$ cat src/rtl/multicycle_control_unit.sv
// Multicycle RV32I(+M) control FSM: sequences fetch/decode/execute/memory/writeback,
// handshakes with instruction/data memory and an optional MDU, and traps on faults.
module multicycle_control_unit #(
    parameter int MEXT_EN     = 0,
    parameter int MEM_TIMEOUT = 255
) (
    input  logic       clk,
    input  logic       rst_n,
    input  logic [6:0] OpCode,
    input  logic [2:0] Funct3,
    input  logic [6:0] Funct7,
    input  logic       imem_ready,
    input  logic       dmem_ready,
    input  logic       mdu_done,
    output logic       imem_req,
    output logic       dmem_req,
    output logic       IRWr,
    output logic       PCWr,
    output logic       mdu_start,
    output logic       RUWr,
    output logic [4:0] ALUOp,
    output logic [2:0] ImmSrc,
    output logic       ALUASrc,
    output logic       ALUBSrc,
    output logic       DMWr,
    output logic [2:0] DMCtrl,
    output logic [4:0] BrOp,
    output logic [1:0] RUDataWrSrc,
    output logic       trap,
    output logic [1:0] trap_cause,
    output logic [2:0] state
);

    typedef enum logic [2:0] {
        S_FETCH    = 3'd0,
        S_DECODE   = 3'd1,
        S_EXEC     = 3'd2,
        S_MEM      = 3'd3,
        S_WB       = 3'd4,
        S_MDU_WAIT = 3'd5,
        S_TRAP     = 3'd6,
        S_BAD      = 3'd7
    } state_t;

    localparam logic [6:0] OP_R      = 7'b0110011;
    localparam logic [6:0] OP_I      = 7'b0010011;
    localparam logic [6:0] OP_LOAD   = 7'b0000011;
    localparam logic [6:0] OP_STORE  = 7'b0100011;
    localparam logic [6:0] OP_BRANCH = 7'b1100011;
    localparam logic [6:0] OP_JAL    = 7'b1101111;
    localparam logic [6:0] OP_JALR   = 7'b1100111;
    localparam logic [6:0] OP_LUI    = 7'b0110111;
    localparam logic [6:0] OP_AUIPC  = 7'b0010111;

    localparam logic [1:0] CAUSE_ILLEGAL = 2'b01;
    localparam logic [1:0] CAUSE_TIMEOUT = 2'b10;

    // Counter is wide enough to hold MEM_TIMEOUT; LAST is the final waiting cycle.
    localparam int CNT_W = $clog2(MEM_TIMEOUT + 2);
    localparam logic [CNT_W-1:0] LAST = (MEM_TIMEOUT == 0) ? '0 : CNT_W'(MEM_TIMEOUT - 1);

    state_t           state_q, state_d;
    logic [CNT_W-1:0] cnt_q, cnt_d;
    logic [1:0]       cause_q, cause_d;
    logic             run_q;

    logic is_r, is_i, is_load, is_store, is_branch, is_jal, is_jalr, is_lui, is_auipc;
    logic is_mext, legal_op, illegal, timeout_hit;

    assign is_r      = (OpCode == OP_R);
    assign is_i      = (OpCode == OP_I);
    assign is_load   = (OpCode == OP_LOAD);
    assign is_store  = (OpCode == OP_STORE);
    assign is_branch = (OpCode == OP_BRANCH);
    assign is_jal    = (OpCode == OP_JAL);
    assign is_jalr   = (OpCode == OP_JALR);
    assign is_lui    = (OpCode == OP_LUI);
    assign is_auipc  = (OpCode == OP_AUIPC);

    assign is_mext  = (MEXT_EN != 0) && is_r && (Funct7 == 7'b0000001);
    assign legal_op = is_r | is_i | is_load | is_store | is_branch |
                      is_jal | is_jalr | is_lui | is_auipc;
    assign illegal  = !legal_op ||
                      (is_r && !(Funct7 == 7'b0000000 || Funct7 == 7'b0100000 || is_mext));

    assign timeout_hit = (MEM_TIMEOUT != 0) && (cnt_q == LAST);

    // run_q holds the FSM idle until the first clock edge after reset release.
    always_ff @(posedge clk or negedge rst_n) begin
        if (!rst_n) begin
            state_q <= S_FETCH;
            cnt_q   <= '0;
            cause_q <= 2'b00;
            run_q   <= 1'b0;
        end else begin
            state_q <= state_d;
            cnt_q   <= cnt_d;
            cause_q <= cause_d;
            run_q   <= 1'b1;
        end
    end

    always_comb begin
        state_d   = state_q;
        cnt_d     = cnt_q;
        cause_d   = cause_q;
        imem_req  = 1'b0;
        dmem_req  = 1'b0;
        IRWr      = 1'b0;
        PCWr      = 1'b0;
        RUWr      = 1'b0;
        DMWr      = 1'b0;
        mdu_start = 1'b0;
        if (run_q) begin
            case (state_q)
                S_FETCH: begin
                    imem_req = 1'b1;
                    if (imem_ready) begin
                        IRWr    = 1'b1;
                        state_d = S_DECODE;
                    end else if (timeout_hit) begin
                        state_d = S_TRAP;
                        cause_d = CAUSE_TIMEOUT;
                    end else begin
                        cnt_d = cnt_q + 1'b1;
                    end
                end
                S_DECODE: begin
                    if (illegal) begin
                        state_d = S_TRAP;
                        cause_d = CAUSE_ILLEGAL;
                    end else if (is_mext) begin
                        mdu_start = 1'b1;
                        state_d   = S_MDU_WAIT;
                    end else begin
                        state_d = S_EXEC;
                    end
                end
                S_EXEC: begin
                    if (is_load || is_store) begin
                        state_d = S_MEM;
                    end else if (is_branch) begin
                        PCWr    = 1'b1;
                        state_d = S_FETCH;
                    end else begin
                        state_d = S_WB;
                    end
                end
                S_MEM: begin
                    dmem_req = 1'b1;
                    DMWr     = is_store;
                    if (dmem_ready) begin
                        PCWr    = is_store;
                        state_d = is_store ? S_FETCH : S_WB;
                    end else if (timeout_hit) begin
                        state_d = S_TRAP;
                        cause_d = CAUSE_TIMEOUT;
                    end else begin
                        cnt_d = cnt_q + 1'b1;
                    end
                end
                S_MDU_WAIT: begin
                    if (mdu_done) begin
                        state_d = S_WB;
                    end else if (timeout_hit) begin
                        state_d = S_TRAP;
                        cause_d = CAUSE_TIMEOUT;
                    end else begin
                        cnt_d = cnt_q + 1'b1;
                    end
                end
                S_WB: begin
                    RUWr    = 1'b1;
                    PCWr    = 1'b1;
                    state_d = S_FETCH;
                end
                S_TRAP: begin
                    state_d = S_TRAP;
                end
                default: begin
                    state_d = S_TRAP;
                    cause_d = CAUSE_ILLEGAL;
                end
            endcase
            if (state_d != state_q) cnt_d = '0;
        end
    end

    always_comb begin
        ALUOp = 5'b00000;
        if (is_r || (is_i && (Funct3 == 3'b001 || Funct3 == 3'b101))) begin
            ALUOp[3:0] = {Funct7[5], Funct3};
        end else if (is_i) begin
            ALUOp[3:0] = {1'b0, Funct3};
        end else if (is_lui || is_auipc) begin
            ALUOp[3:0] = 4'b0111;
        end
        ALUOp[4] = is_mext;

        ImmSrc = 3'b000;
        if (is_store)                ImmSrc = 3'b001;
        else if (is_branch)          ImmSrc = 3'b101;
        else if (is_lui || is_auipc) ImmSrc = 3'b010;
        else if (is_jal)             ImmSrc = 3'b110;

        RUDataWrSrc = 2'b00;
        if (is_load)               RUDataWrSrc = 2'b01;
        else if (is_jal || is_jalr) RUDataWrSrc = 2'b10;

        BrOp = 5'b00000;
        if (state_q == S_EXEC || state_q == S_WB) BrOp = {is_jal | is_jalr, OpCode[6], Funct3};
    end

    assign ALUASrc    = OpCode[6] & ~is_jalr;
    assign ALUBSrc    = ~is_r;
    assign DMCtrl     = Funct3;
    assign trap       = (state_q == S_TRAP);
    assign trap_cause = cause_q;
    assign state      = state_q;

endmodule

$ cat config.mk
export PLATFORM = sky130hd
export DESIGN_NAME = multicycle_control_unit
export DESIGN_NICKNAME = d
export VERILOG_FILES = /design/src/rtl/multicycle_control_unit.sv
export SDC_FILE = /design/constraint.sdc
export NUM_CORES = 1
export LEC_CHECK = 0
export ABC_AREA = 1
export CAP_MARGIN = 25
export CORE_AREA = 3 3 62 64
export CTS_BUF_LIST = sky130_fd_sc_hd__clkbuf_16
export CTS_CLUSTER_SIZE = 40
export DETAILED_ROUTE_END_ITERATION = 7
export DIE_AREA = 0 0 65 67
export PLACE_DENSITY = 0.74
export REMOVE_ABC_BUFFERS = 1
export SYNTH_ARGS = -nofsm -noshare
export SYNTH_HDL_FRONTEND = slang
export SYNTH_SLANG_ARGS = --single-unit
export TNS_END_PERCENT = 50
$ cat constraint.sdc
create_clock -name clk -period 2.22 [get_ports clk]
set_input_delay 0.333 -clock clk [delete_from_list [all_inputs] [get_ports clk]]
set_output_delay 0.333 -clock clk [all_outputs]
set_load 0.005 [all_outputs]
**After elaboration in Yosys (flattened, before gate mapping)**

Index checks and enable logic that the tools add are counted.

- Register bits after elaboration: 15
- Latch bits: 0
- Bits in writable memories: 0
- ROM bits: 0
- Input port bits: 22
- Output and inout bits: 33
- Logic and storage cells: 111
- Memories: 0

- $add $sub $neg: 1
- $mul: 0
- Div/mod/pow operators: 0
- $lt $le $gt $ge: 0
- Equality and inequality tests: 27
- Shift operators: 0
- Mux-type cells: 48
- Bitwise operators: 13
- Reduce and logical (&&, ||, !) cells: 18

Operators with widths:

| operator | number |
|---|---|
| $mux W9 | 5 |
| $mux W3 | 14 |
| $eq A7 B6 Y1 const B | 4 |
| $pmux W9 S3 | 1 |
| $eq A7 B7 Y1 const B | 3 |
| $pmux W3 S6 | 1 |
| $mux W1 | 15 |
| $eq A7 B5 Y1 const B | 2 |
| $mux W2 | 7 |
| $eq A3 B3 Y1 const B | 4 |
| $pmux W2 S5 | 1 |
| $add A9 B1 Y9 const B | 1 |
| $eq A9 B8 Y1 const B | 1 |
| $ne A3 B3 Y1 const B | 3 |
| $or A1 B1 Y1 | 9 |
| $logic_or A1 B1 Y1 | 8 |
| $mux W4 | 2 |
| $ne A2 B2 Y1 const B | 4 |
| $eq A7 B2 Y1 const B | 1 |
| $logic_not A7 Y1 | 1 |
| $eq A3 B1 Y1 const B | 2 |
| $eq A3 B2 Y1 const B | 2 |
| $reduce_and A6 Y1 | 1 |
| $mux W5 | 1 |
| other kinds (10) | 14 |

**Depth between registers and ports, before layout**

Gate-level depths: netlist of the first run.

- Depth after elaboration: 17
- Depth in mapped cells: 14
- Gate-level depth less buffers: 14

**Worst setup path after synthesis of the first run**

No wires, ideal clock.

- Path kind: register -> register
- From: register state_q[0] (netlist: state[0])
- To: register cnt_q[4]
- Setup time: 0.121 ns
- Arrival time: 1.474 ns
- Data required time: 2.099 ns
- Slack: 0.625 ns
- Cell stages (with the launch flop): 12
- Buffers on the path: 1
- Clock period less this slack: 1.595 ns
- Cell sequence: dfrtp_1 -> buf_6 -> nor2_2 -> inv_2 -> nor2_2 -> nor2_4 -> nand3_2 -> nand4_1 -> nand3_2 -> nor2_4 -> nor2_8 -> nor2_2

- Longest elaborated chain between the ends: 7
- Elaborated cells between the ends (all ways): 20
- Those cells by class: eq/ne (9); mux (8); reduce/logical (3)

RTL lines:

| what | line | RTL |
|---|---|---|
| start: declaration | 62 | `state_t state_q, state_d;` |
| start signal: assignment | 96 | `state_q <= state_d;` |
| $mux W3 | 121, 155, 165 |  |
| $mux W3, on equally long branches | 163, 118, 152 |  |
| $pmux W3 S6 | 115 | `case (state_q)` |
| $mux W3 | 114 | `if (run_q) begin` |
| $ne A3 B3 Y1 | 185 | `if (state_d != state_q) cnt_d = '0;` |
| $ne A3 B3 Y1 (no line) or $reduce_bool A4 Y1 (tied branches) | -- |  |
| $reduce_and A5 Y1 (no line) | -- |  |
| end signal: assignment | 97 | `cnt_q <= cnt_d;` |
| end: declaration | 63 | `logic [CNT_W-1:0] cnt_q, cnt_d;` |

Parallel ways exist; a longest one is shown, timed or not. The select of a mux whose other input is x is not followed.
A chain may end at the register's enable or synchronous reset.

**Worst setup path after layout of the first run**

- From: input OpCode[3]
- To: output ALUOp[0]

- Longest elaborated chain between the ends: 5
- Elaborated cells between the ends (all ways): 10
- Those cells by class: eq/ne (4); mux (3); reduce/logical (3)

RTL lines:

| what | line | RTL |
|---|---|---|
| start: declaration | 9 | `input logic [6:0] OpCode,` |
| $eq A7 B6 Y1 or $eq A7 B5 Y1 (tied branches) | 77, 78 |  |
| $logic_or A1 B1 Y1 | 195 | `end else if (is_lui \|\| is_auipc) begin` |
| $mux W3 | 195 |  |
| $mux W4 | 193 | `end else if (is_i) begin` |
| $mux W4 (*) | 191 | `if (is_r \|\| (is_i && (Funct3 == 3'b001 \|\| Funct3 == 3'b101))) begin` |
| end: declaration | 21 | `output logic [4:0] ALUOp,` |

Mark *: on every way between the ends. The rest lies on a longest branch, timed or not.

==> impl_metrics.tcl, run 1 <==
set metrics [dict create \
    status "complete, no violations" \
    timing.final.crit_share_pct 96.54 \
    clkTransAtPathRegs_ns 0.05 \
    leakage_uw 0.001150 \
    gr-total-overflow 0 \
    routed_wirelength_mm 3.975 \
    clock_latency_ns 0.24 \
    dieWidth_um 65 \
    multi_input_area_sq_um 917.1 \
    grt_pass1_vias 1518 \
    yosysWarnings 0 \
    diodes 0 \
    core-area_sq_um 3337 \
    rsz0062_at_grt "true" \
    postSynthAreaPerCell_sq_um 6.954 \
    slew_viol_final 0 \
    start_kind "input port" \
    synth.distinct_cells 29 \
    fp-row-count 21 \
    drive_gt1_share_pct 28.47 \
    cts_max_path_buffers 2 \
    ys_ff_latch 15 \
    netlist_instances 208 \
    synth.top_cell.area_share_pct 25.95 \
    final_hold_viol_count 0 \
    final_nets 306 \
    met1_length_mm 1.688 \
    portBuffers 52 \
    tightest_slew_ns 0.6436 \
    peakVddDrop_mv 0.5642 \
    grt_max_degree 16 \
    final_cell_mix "40 x nand2_1, 39 x clkdlybuf4s50_1, 26 x buf_4" \
    fillers 301 \
    finClkSkew_ns 0.001412 \
    cts_tree "done" \
    synth_top_area_cell "dfrtp_1" \
    holdCritPathClass "input port to asynchronous set/reset pin" \
    ys.flop_type "dfrtp_1" \
    end_kind "output pin" \
    gp_congestion 0.8902 \
    layout.area.seq_sq_um 377.9 \
    numClockSinks 15 \
    setup_viol 0 \
    synth_edf_count 0 \
    yosysSeqAreaShare_pct 25.95 \
    slew_headroom_pct 56.96 \
    area.growth.synth_to_final_pct 56.75 \
    cts_htree_levels 1 \
    dieArea_sq_um 4355 \
    antenna_found_initial 0 \
    post-dp-hpwl_mm 3.160 \
    ys_async_sr_fraction_pct 100.0 \
    final_common_cell "nand2_1" \
    cellPowerDensity_nw_per_um2 871.0 \
    place_ws_ns -0.1148 \
    min_period_ns 2.143 \
    post-route-drc-count 0 \
    ioPinCount 55 \
    crit_fanout 4 \
    arrival_ns 1.81 \
    wl_met2_mm 1.991 \
    cts_root_buffer "clkbuf_16" \
    clock.fmax_mhz 466.6 \
    post_drt_wl_per_cell_um 12.16 \
    vias 1605 \
    setup_slack_ns 0.07676 \
    synth.area.top_cells "dfrtp_1 26%, nand2_1 11%, nor2_1 7.5%, inv_1 5.7%, nand3_2 5.5%" \
    drt-initial-drc-count 115 \
    design_area_sq_um 2267 \
    met3_length_um 214 \
    maxUsedRoutingLayer "met4" \
    via_per_inst 4.908 \
    post-route-util_pct 67.94 \
    grt_pass1_wl_mm 6.755 \
    maxCapViolCount 0 \
    numCtsBuffers 3 \
    dr.pass1.iters 4 \
    ant_nets 0 \
    layoutNonFillerInstCount 327 \
    grt_util_all_layers_pct 19.66 \
    timing.hold.ws_ns 0.4881 \
    dp_cells 315 \
    dpl_cell_area_sq_um 2077 \
    worstSetupPathType "input port to output pin" \
    synthesis.area_sq_um 1446 \
    dieHeight_um 67 \
    initial_core_util_pct 43.34 \
    cp.required_ns 1.89 \
]
[synthesized netlist by cell type (2+ instances only)]
cell,number
dfrtp_1,15
o21ai_0,15
inv_1,22
nor2_2,11
inv_2,6
ha_1,2
buf_6,3
nand3_2,8
nand2_2,4
nand3_1,10
nand3b_1,2
nor2_4,5
nand2_1,41
a21oi_1,2
xnor2_1,2
nor3_1,5
nand4_1,3
conb_1,2
nor2_1,29
xor2_1,6
buf_4,7
[layout make-up]
| cell class | count | area share (%) |
|---|---|---|
| inverter | 29 | 4.857 |
| clock inverter | 1 | 0.1656 |
| clock buffer | 3 | 3.311 |
| sequential | 15 | 16.67 |
| multi-input combinational | 155 | 40.45 |
| timing repair buffer | 78 | 32.01 |
| tap | 46 | 2.539 |
[layer usage]
metal,vias up,global-route usage [%]
met5,-,0
met4,0,7.652
met3,9,2.867
met2,54,33.33
met1,748,25.00
li1,794,-
[registers in the layout, indices dropped and copies added, names as in the netlist]
register	cells
run_q	1
trap_cause	2
state	3
cnt_q	9
[per-stage QoR]
stage               power (uW)  TNS [ns]
floorplan                 1096         0
global placement          1546   -0.4436
detailed placement        1561   -0.6806
CTS                       1921   -0.1270
global route              2135  -0.04963
finish                    1975         0
[critical path, cell delays in order]
cell and delay [ns]:
clkdlybuf4s50_1 0.44, inv_2 0.07, nand2_1 0.08, nor2_4 0.15, buf_4 0.13, buf_4 0.09, nand2_1 0.11, o21ai_0 0.16
dlygate4sd2_1 0.25
[where the power goes]
| part | leakage (uW) | switching, uW | internal (uW) | total (uW) |
|---|---|---|---|---|
| sequential | 0.000196 | 72.4 | 334 | 406 |
| clock | 0.0000423 | 101 | 238 | 339 |
| combinational | 0.000912 | 661 | 568 | 1230 |
[timing repair]
action / 4_1_cts / 5_1_grt
setup buffers: 0 / 8
resized for setup: 15 / 16
pin swaps: 0 / 1
hold buffers: 0 / 0
hold endpoints to repair: 0 / 0
endpoints found under the setup margin: 13 / 12
[final timing paths]
path,cells past startpoint,start,slack (ns),to
min in group clk,2,trap_cause[1],0.49,trap_cause[1]
max in group asynchronous,1,rst_n,1.28,state[1]
max reg2reg,13,cnt_q[0],0.25,cnt_q[7]
min reg2reg,2,trap_cause[1],0.49,trap_cause[1]
max,9,OpCode[3],0.08,ALUOp[0]
min,1,rst_n,0.49,cnt_q[1]
[cells by family after synthesis]
| group | after synthesis | synth area share [%] |
|---|---|---|
| AOI/OAI and AO/OA | 20 | 7.526 |
| xor gates and xnor gates | 8 | 4.844 |
| adders and majority gates | 2 | 1.730 |
| buffers and inverters | 39 | 13.58 |
| DFF | 15 | 25.95 |
| other | 2 | 0.5192 |
| and+or+nand+nor | 122 | 45.85 |
Power figures use the tool's default switching activity.
==> run 2: changes to the inputs <==
--- a/config.mk
+++ b/config.mk
@@ -13,6 +13,7 @@
 export DETAILED_ROUTE_END_ITERATION = 7
 export DIE_AREA = 0 0 65 67
 export PLACE_DENSITY = 0.74
+export RECOVER_POWER = 25
 export REMOVE_ABC_BUFFERS = 1
 export SYNTH_ARGS = -nofsm -noshare
 export SYNTH_HDL_FRONTEND = slang
==> impl_metrics.tcl, run 2 (synthesis results as in run 1) <==
set metrics [dict create \
    status "complete, no violations" \
    top_register "cnt_q" \
    timing.final.crit_share_pct 96.54 \
    power_uw 1974 \
    grt_pass1_vias 1518 \
    dieArea_sq_um 4355 \
    layoutNonFillerInstCount 327 \
    post-route-drc-count 0 \
    worstSetupPathType "input port to output pin" \
    finClkSkew_ns 0.001412 \
    rsz0062_at_grt "true" \
    critPathBufInv 5 \
    final_common_cell "nand2_1" \
    ioPinCount 55 \
    crit_fanout 4 \
    gr-total-overflow 0 \
    final_hold_viol_count 0 \
    start_kind "input port" \
    ant_nets 0 \
    numClockSinks 15 \
    numCtsBuffers 3 \
    post-route-util_pct 67.94 \
    power_frac_seq_pct 20.6 \
    clock.fmax_mhz 466.6 \
    diodes 0 \
    portBuffers 52 \
    via_per_inst 4.908 \
    cts_htree_levels 1 \
    design_area_sq_um 2267 \
    grt_pass1_wl_mm 6.755 \
    peakVddDrop_mv 0.5642 \
    drive_gt1_share_pct 28.47 \
    crit_path_top_delay_cell "clkdlybuf4s50_1" \
    r2r_start "cnt_q[0]" \
    slew_headroom_pct 56.53 \
    cts_max_path_buffers 2 \
    gp_congestion 0.8902 \
    layout.area.seq_sq_um 377.9 \
    largest_reg_flops 9 \
    setup_viol 0 \
    fin_tns_setup_ns 0 \
    dp_cells 315 \
    maxCapViolCount 0 \
    pwr-share-clk_pct 17.2 \
    slowest_delay_ns 0.44 \
    leakage_uw 0.001150 \
    clkTransAtPathRegs_ns 0.05 \
    arrival_ns 1.81 \
    grt_max_degree 16 \
    post-dp-hpwl_mm 3.160 \
    min_from "trap_cause[1]" \
    core-area_sq_um 3337 \
    end_kind "output pin" \
    final_nets 306 \
    crit_family "buffers and inverters" \
    multi_input_area_sq_um 917.1 \
    fp-row-count 21 \
    vias 1605 \
    dr.pass1.iters 4 \
    p_int_uw 1139 \
    post_drt_wl_per_cell_um 12.16 \
    comb_power_share_pct 62.3 \
    holdCritPathClass "register to register" \
    cp_cell_sequence "clkdlybuf4s50_1, inv_2, nand2_1, nor2_4, buf_4, buf_4, nand2_1, o21ai_0, dlygate4sd2_1" \
    tightest_slew_ns 0.6500 \
    crit_start "OpCode[3]" \
    min_period_ns 2.143 \
    grt_util_all_layers_pct 19.66 \
    clock_latency_ns 0.24 \
    p_switching_uw 835.1 \
    cts_tree "done" \
    initial_core_util_pct 43.34 \
    cellPowerDensity_nw_per_um2 870.9 \
    routed_wirelength_mm 3.975 \
    slew_viol_final 0 \
    final_cell_mix "40 x nand2_1, 38 x clkdlybuf4s50_1, 26 x buf_4" \
    area.growth.synth_to_final_pct 56.75 \
    dpl_cell_area_sq_um 2077 \
    cp.required_ns 1.89 \
    dieWidth_um 65 \
    sw_frac_of_total_pct 42.30 \
    dieHeight_um 67 \
    drt-initial-drc-count 115 \
    cts_root_buffer "clkbuf_16" \
    antenna_found_initial 0 \
    fillers 301 \
]
## run 2: worst min-delay path, stage by stage (launching register included)
cell and delay [ns]:
dfrtp_1 0.34, nand2_1 0.05, o21ai_0 0.06
## run 2: per-stage QoR
| stage | setup slack [ns] | hold slack, ns |
|---|---|---|
| detailed placement | -0.1148 | 0.4817 |
| finish | 0.07676 | 0.4881 |
| CTS | -0.05642 | 0.4935 |
| floorplan | 0.5040 | 0.03741 |
| global placement | -0.1020 | 0.4712 |
| global route | -0.02384 | 0.5195 |
## run 2: layout make-up
type	count	share of cell area, %
multi-input cells	155	40.45
well taps	46	2.539
inverters	29	4.857
repair buffers	78	32.01
clock inverters	1	0.1656
flip-flops and latches	15	16.67
clock buffers	3	3.311
## run 2: what timing repair did
item | in CTS | in global routing
hold buffers | 0 | 0
pin swaps | 0 | 1
setup buffers | 0 | 8
setup endpoints to repair | 13 | 12
resized for setup | 15 | 16
## run 2: power groups by stage
stage | Sequential [uW] | Clock, uW | Combinational [uW]
detailed placement | 424 | 0 | 1140
global route | 417 | 360 | 1360
CTS | 425 | 350 | 1150
floorplan | 428 | 0 | 668
global placement | 421 | 0 | 1130
finish | 406 | 339 | 1230
## run 2: final timing paths
kind                       cells past startpoint       endpoint  slack [ns]
hold reg to reg                                2  trap_cause[1]        0.49
max in group asynchronous                      1       state[1]        1.20
min in group asynchronous                      1       cnt_q[1]        0.56
hold / removal                                 2  trap_cause[1]        0.49
setup / recovery                               9       ALUOp[0]        0.08
setup reg to reg                              13       cnt_q[7]        0.25
## run 2: routing by layer
layer / track usage, % / part of all wire [%] / vias to the layer above / wire length [um]
li1: - / - / 794 / -
met1: 25.00 / 42 / 748 / 1688
met2: 33.33 / 50 / 54 / 1991
met3: 2.867 / 5.4 / 9 / 214
met4: 7.652 / 2.0 / 0 / 80
met5: 0 / 0 / - / 0
==> run 3: changes to the inputs <==
--- a/config.mk
+++ b/config.mk
@@ -12,9 +12,10 @@
 export CTS_CLUSTER_SIZE = 40
 export DETAILED_ROUTE_END_ITERATION = 7
 export DIE_AREA = 0 0 65 67
-export PLACE_DENSITY = 0.74
+export PLACE_DENSITY = 0.81
 export RECOVER_POWER = 25
 export REMOVE_ABC_BUFFERS = 1
+export SKIP_CTS_REPAIR_TIMING = 1
 export SYNTH_ARGS = -nofsm -noshare
 export SYNTH_HDL_FRONTEND = slang
 export SYNTH_SLANG_ARGS = --single-unit
==> constraint.sdc (replaced) <==
create_clock -name clk -period 2.4 [get_ports clk]
set_input_delay 0.36 -clock clk [delete_from_list [all_inputs] [get_ports clk]]
set_output_delay 0.36 -clock clk [all_outputs]
set_load 0.005 [all_outputs]
==> impl_metrics.tcl, run 3 (synthesis results as in run 1) <==
set metrics [dict create \
    gr-total-overflow 0 \
    clock.fmax_mhz 431.0 \
    vias 1518 \
    post_drt_wl_per_cell_um 12.86 \
    cts_htree_levels 1 \
    min_period_ns 2.320 \
    area.growth.synth_to_final_pct 48.53 \
    via_per_inst 4.865 \
    peakVddDrop_mv 0.3734 \
    dieArea_sq_um 4355 \
    core-area_sq_um 3337 \
    ioPinCount 55 \
    cts_root_buffer "clkbuf_16" \
    post-route-drc-count 0 \
    final_common_cell "clkdlybuf4s50_1" \
    largest_reg_flops 9 \
    dieHeight_um 67 \
    start_kind "input port" \
    final_cell_mix "48 x clkdlybuf4s50_1, 37 x nand2_1, 25 x nor2_1" \
    holdCritPathClass "register to register" \
    place_ws_ns 0.003319 \
    top_register "cnt_q" \
    dr.pass1.iters 4 \
    cts_tree "done" \
    clkTransAtPathRegs_ns 0.05 \
    numCtsBuffers 3 \
    cellPowerDensity_nw_per_um2 799.7 \
    dpl_cell_area_sq_um 2002 \
    clock_latency_ns 0.24 \
    antenna_found_initial 0 \
    final_hold_viol_count 0 \
    gp_congestion 0.9383 \
    numClockSinks 15 \
    grt_max_degree 16 \
    worstSetupPathType "input port to output pin" \
    ant_nets 0 \
    grt_pass1_vias 1406 \
    fin_tns_setup_ns 0 \
    end_kind "output pin" \
    leakage_uw 0.001005 \
    grt_pass1_wl_mm 6.575 \
    layoutNonFillerInstCount 312 \
    setup_slack_ns 0.08004 \
    status "complete, no violations" \
    initial_core_util_pct 43.34 \
    fp-row-count 21 \
    design_area_sq_um 2148 \
    tightest_slew_ns 0.6481 \
    drt-initial-drc-count 127 \
    timing.final.crit_share_pct 96.67 \
    portBuffers 52 \
    finClkSkew_ns 0.002371 \
    slew_viol_final 0 \
    arrival_ns 1.96 \
    grt_util_all_layers_pct 19.39 \
    post-dp-hpwl_mm 3.261 \
    drive_gt1_share_pct 24.81 \
    dieWidth_um 65 \
    final_nets 291 \
    setup_viol 0 \
    dp_cells 305 \
    cp.required_ns 2.04 \
    cts_max_path_buffers 2 \
    crit_fanout 7 \
    maxCapViolCount 0 \
    slew_headroom_pct 56.65 \
    routed_wirelength_mm 4.012 \
    diodes 0 \
]
-- run 3: path summary, 6_finish.rpt --
path                            slack, ns             to     startpoint  cells past startpoint
min in group asynchronous            0.59       cnt_q[3]          rst_n                      1
worst min-delay path                 0.49  trap_cause[0]  trap_cause[0]                      2
worst max register to register       0.53       cnt_q[5]       cnt_q[0]                     13
worst min register to register       0.49  trap_cause[0]  trap_cause[0]                      2
worst max-delay path                 0.08      ImmSrc[2]      OpCode[3]                      8
max in group asynchronous            1.35       state[1]          rst_n                      1
-- run 3: power by group --
group          internal (uW)  leakage (uW)  switching, uW
combinational            433      0.000767            590
clock                    220     0.0000423           91.3
sequential               308      0.000196           75.7
total                    961       0.00100            757
-- run 3: worst max-delay path, cell delays in order --
cell             delay (ns)
clkdlybuf4s50_1        0.43
inv_2                  0.07
nand2_1                0.08
nor2_4                 0.21
nand2_2                0.09
buf_4                  0.15
nand2_1                0.05
clkdlybuf4s50_1        0.51
-- run 3: cell type report --
type | count | area (sq um)
clock inverter | 1 | 3.754
sequential | 15 | 377.9
clock buffer | 3 | 75.07
timing repair buffer | 63 | 610.6
multi-input combinational | 155 | 913.4
inverter | 29 | 110.1
tap | 46 | 57.56
fill | 296 | 1189
-- run 3: stage by stage --
stage	hold WS (ns)	util (%)	power [uW]
floorplan	0.06441	-	1014
global placement	0.4705	59.99	1369
detailed placement	0.4924	59.99	1387
CTS	0.5042	62.35	1704
global route	0.5359	64.38	1863
finish	0.4917	64.38	1718
-- run 3: per-layer routing --
layer	track usage [%]	wire [um]	share of wire [%]	vias to the layer above
met5	0	0	0	-
met4	4.222	40	1.0	0
met3	3.373	223	5.6	6
met2	32.69	1990	50	62
met1	25.74	1757	44	679
li1	-	-	-	771
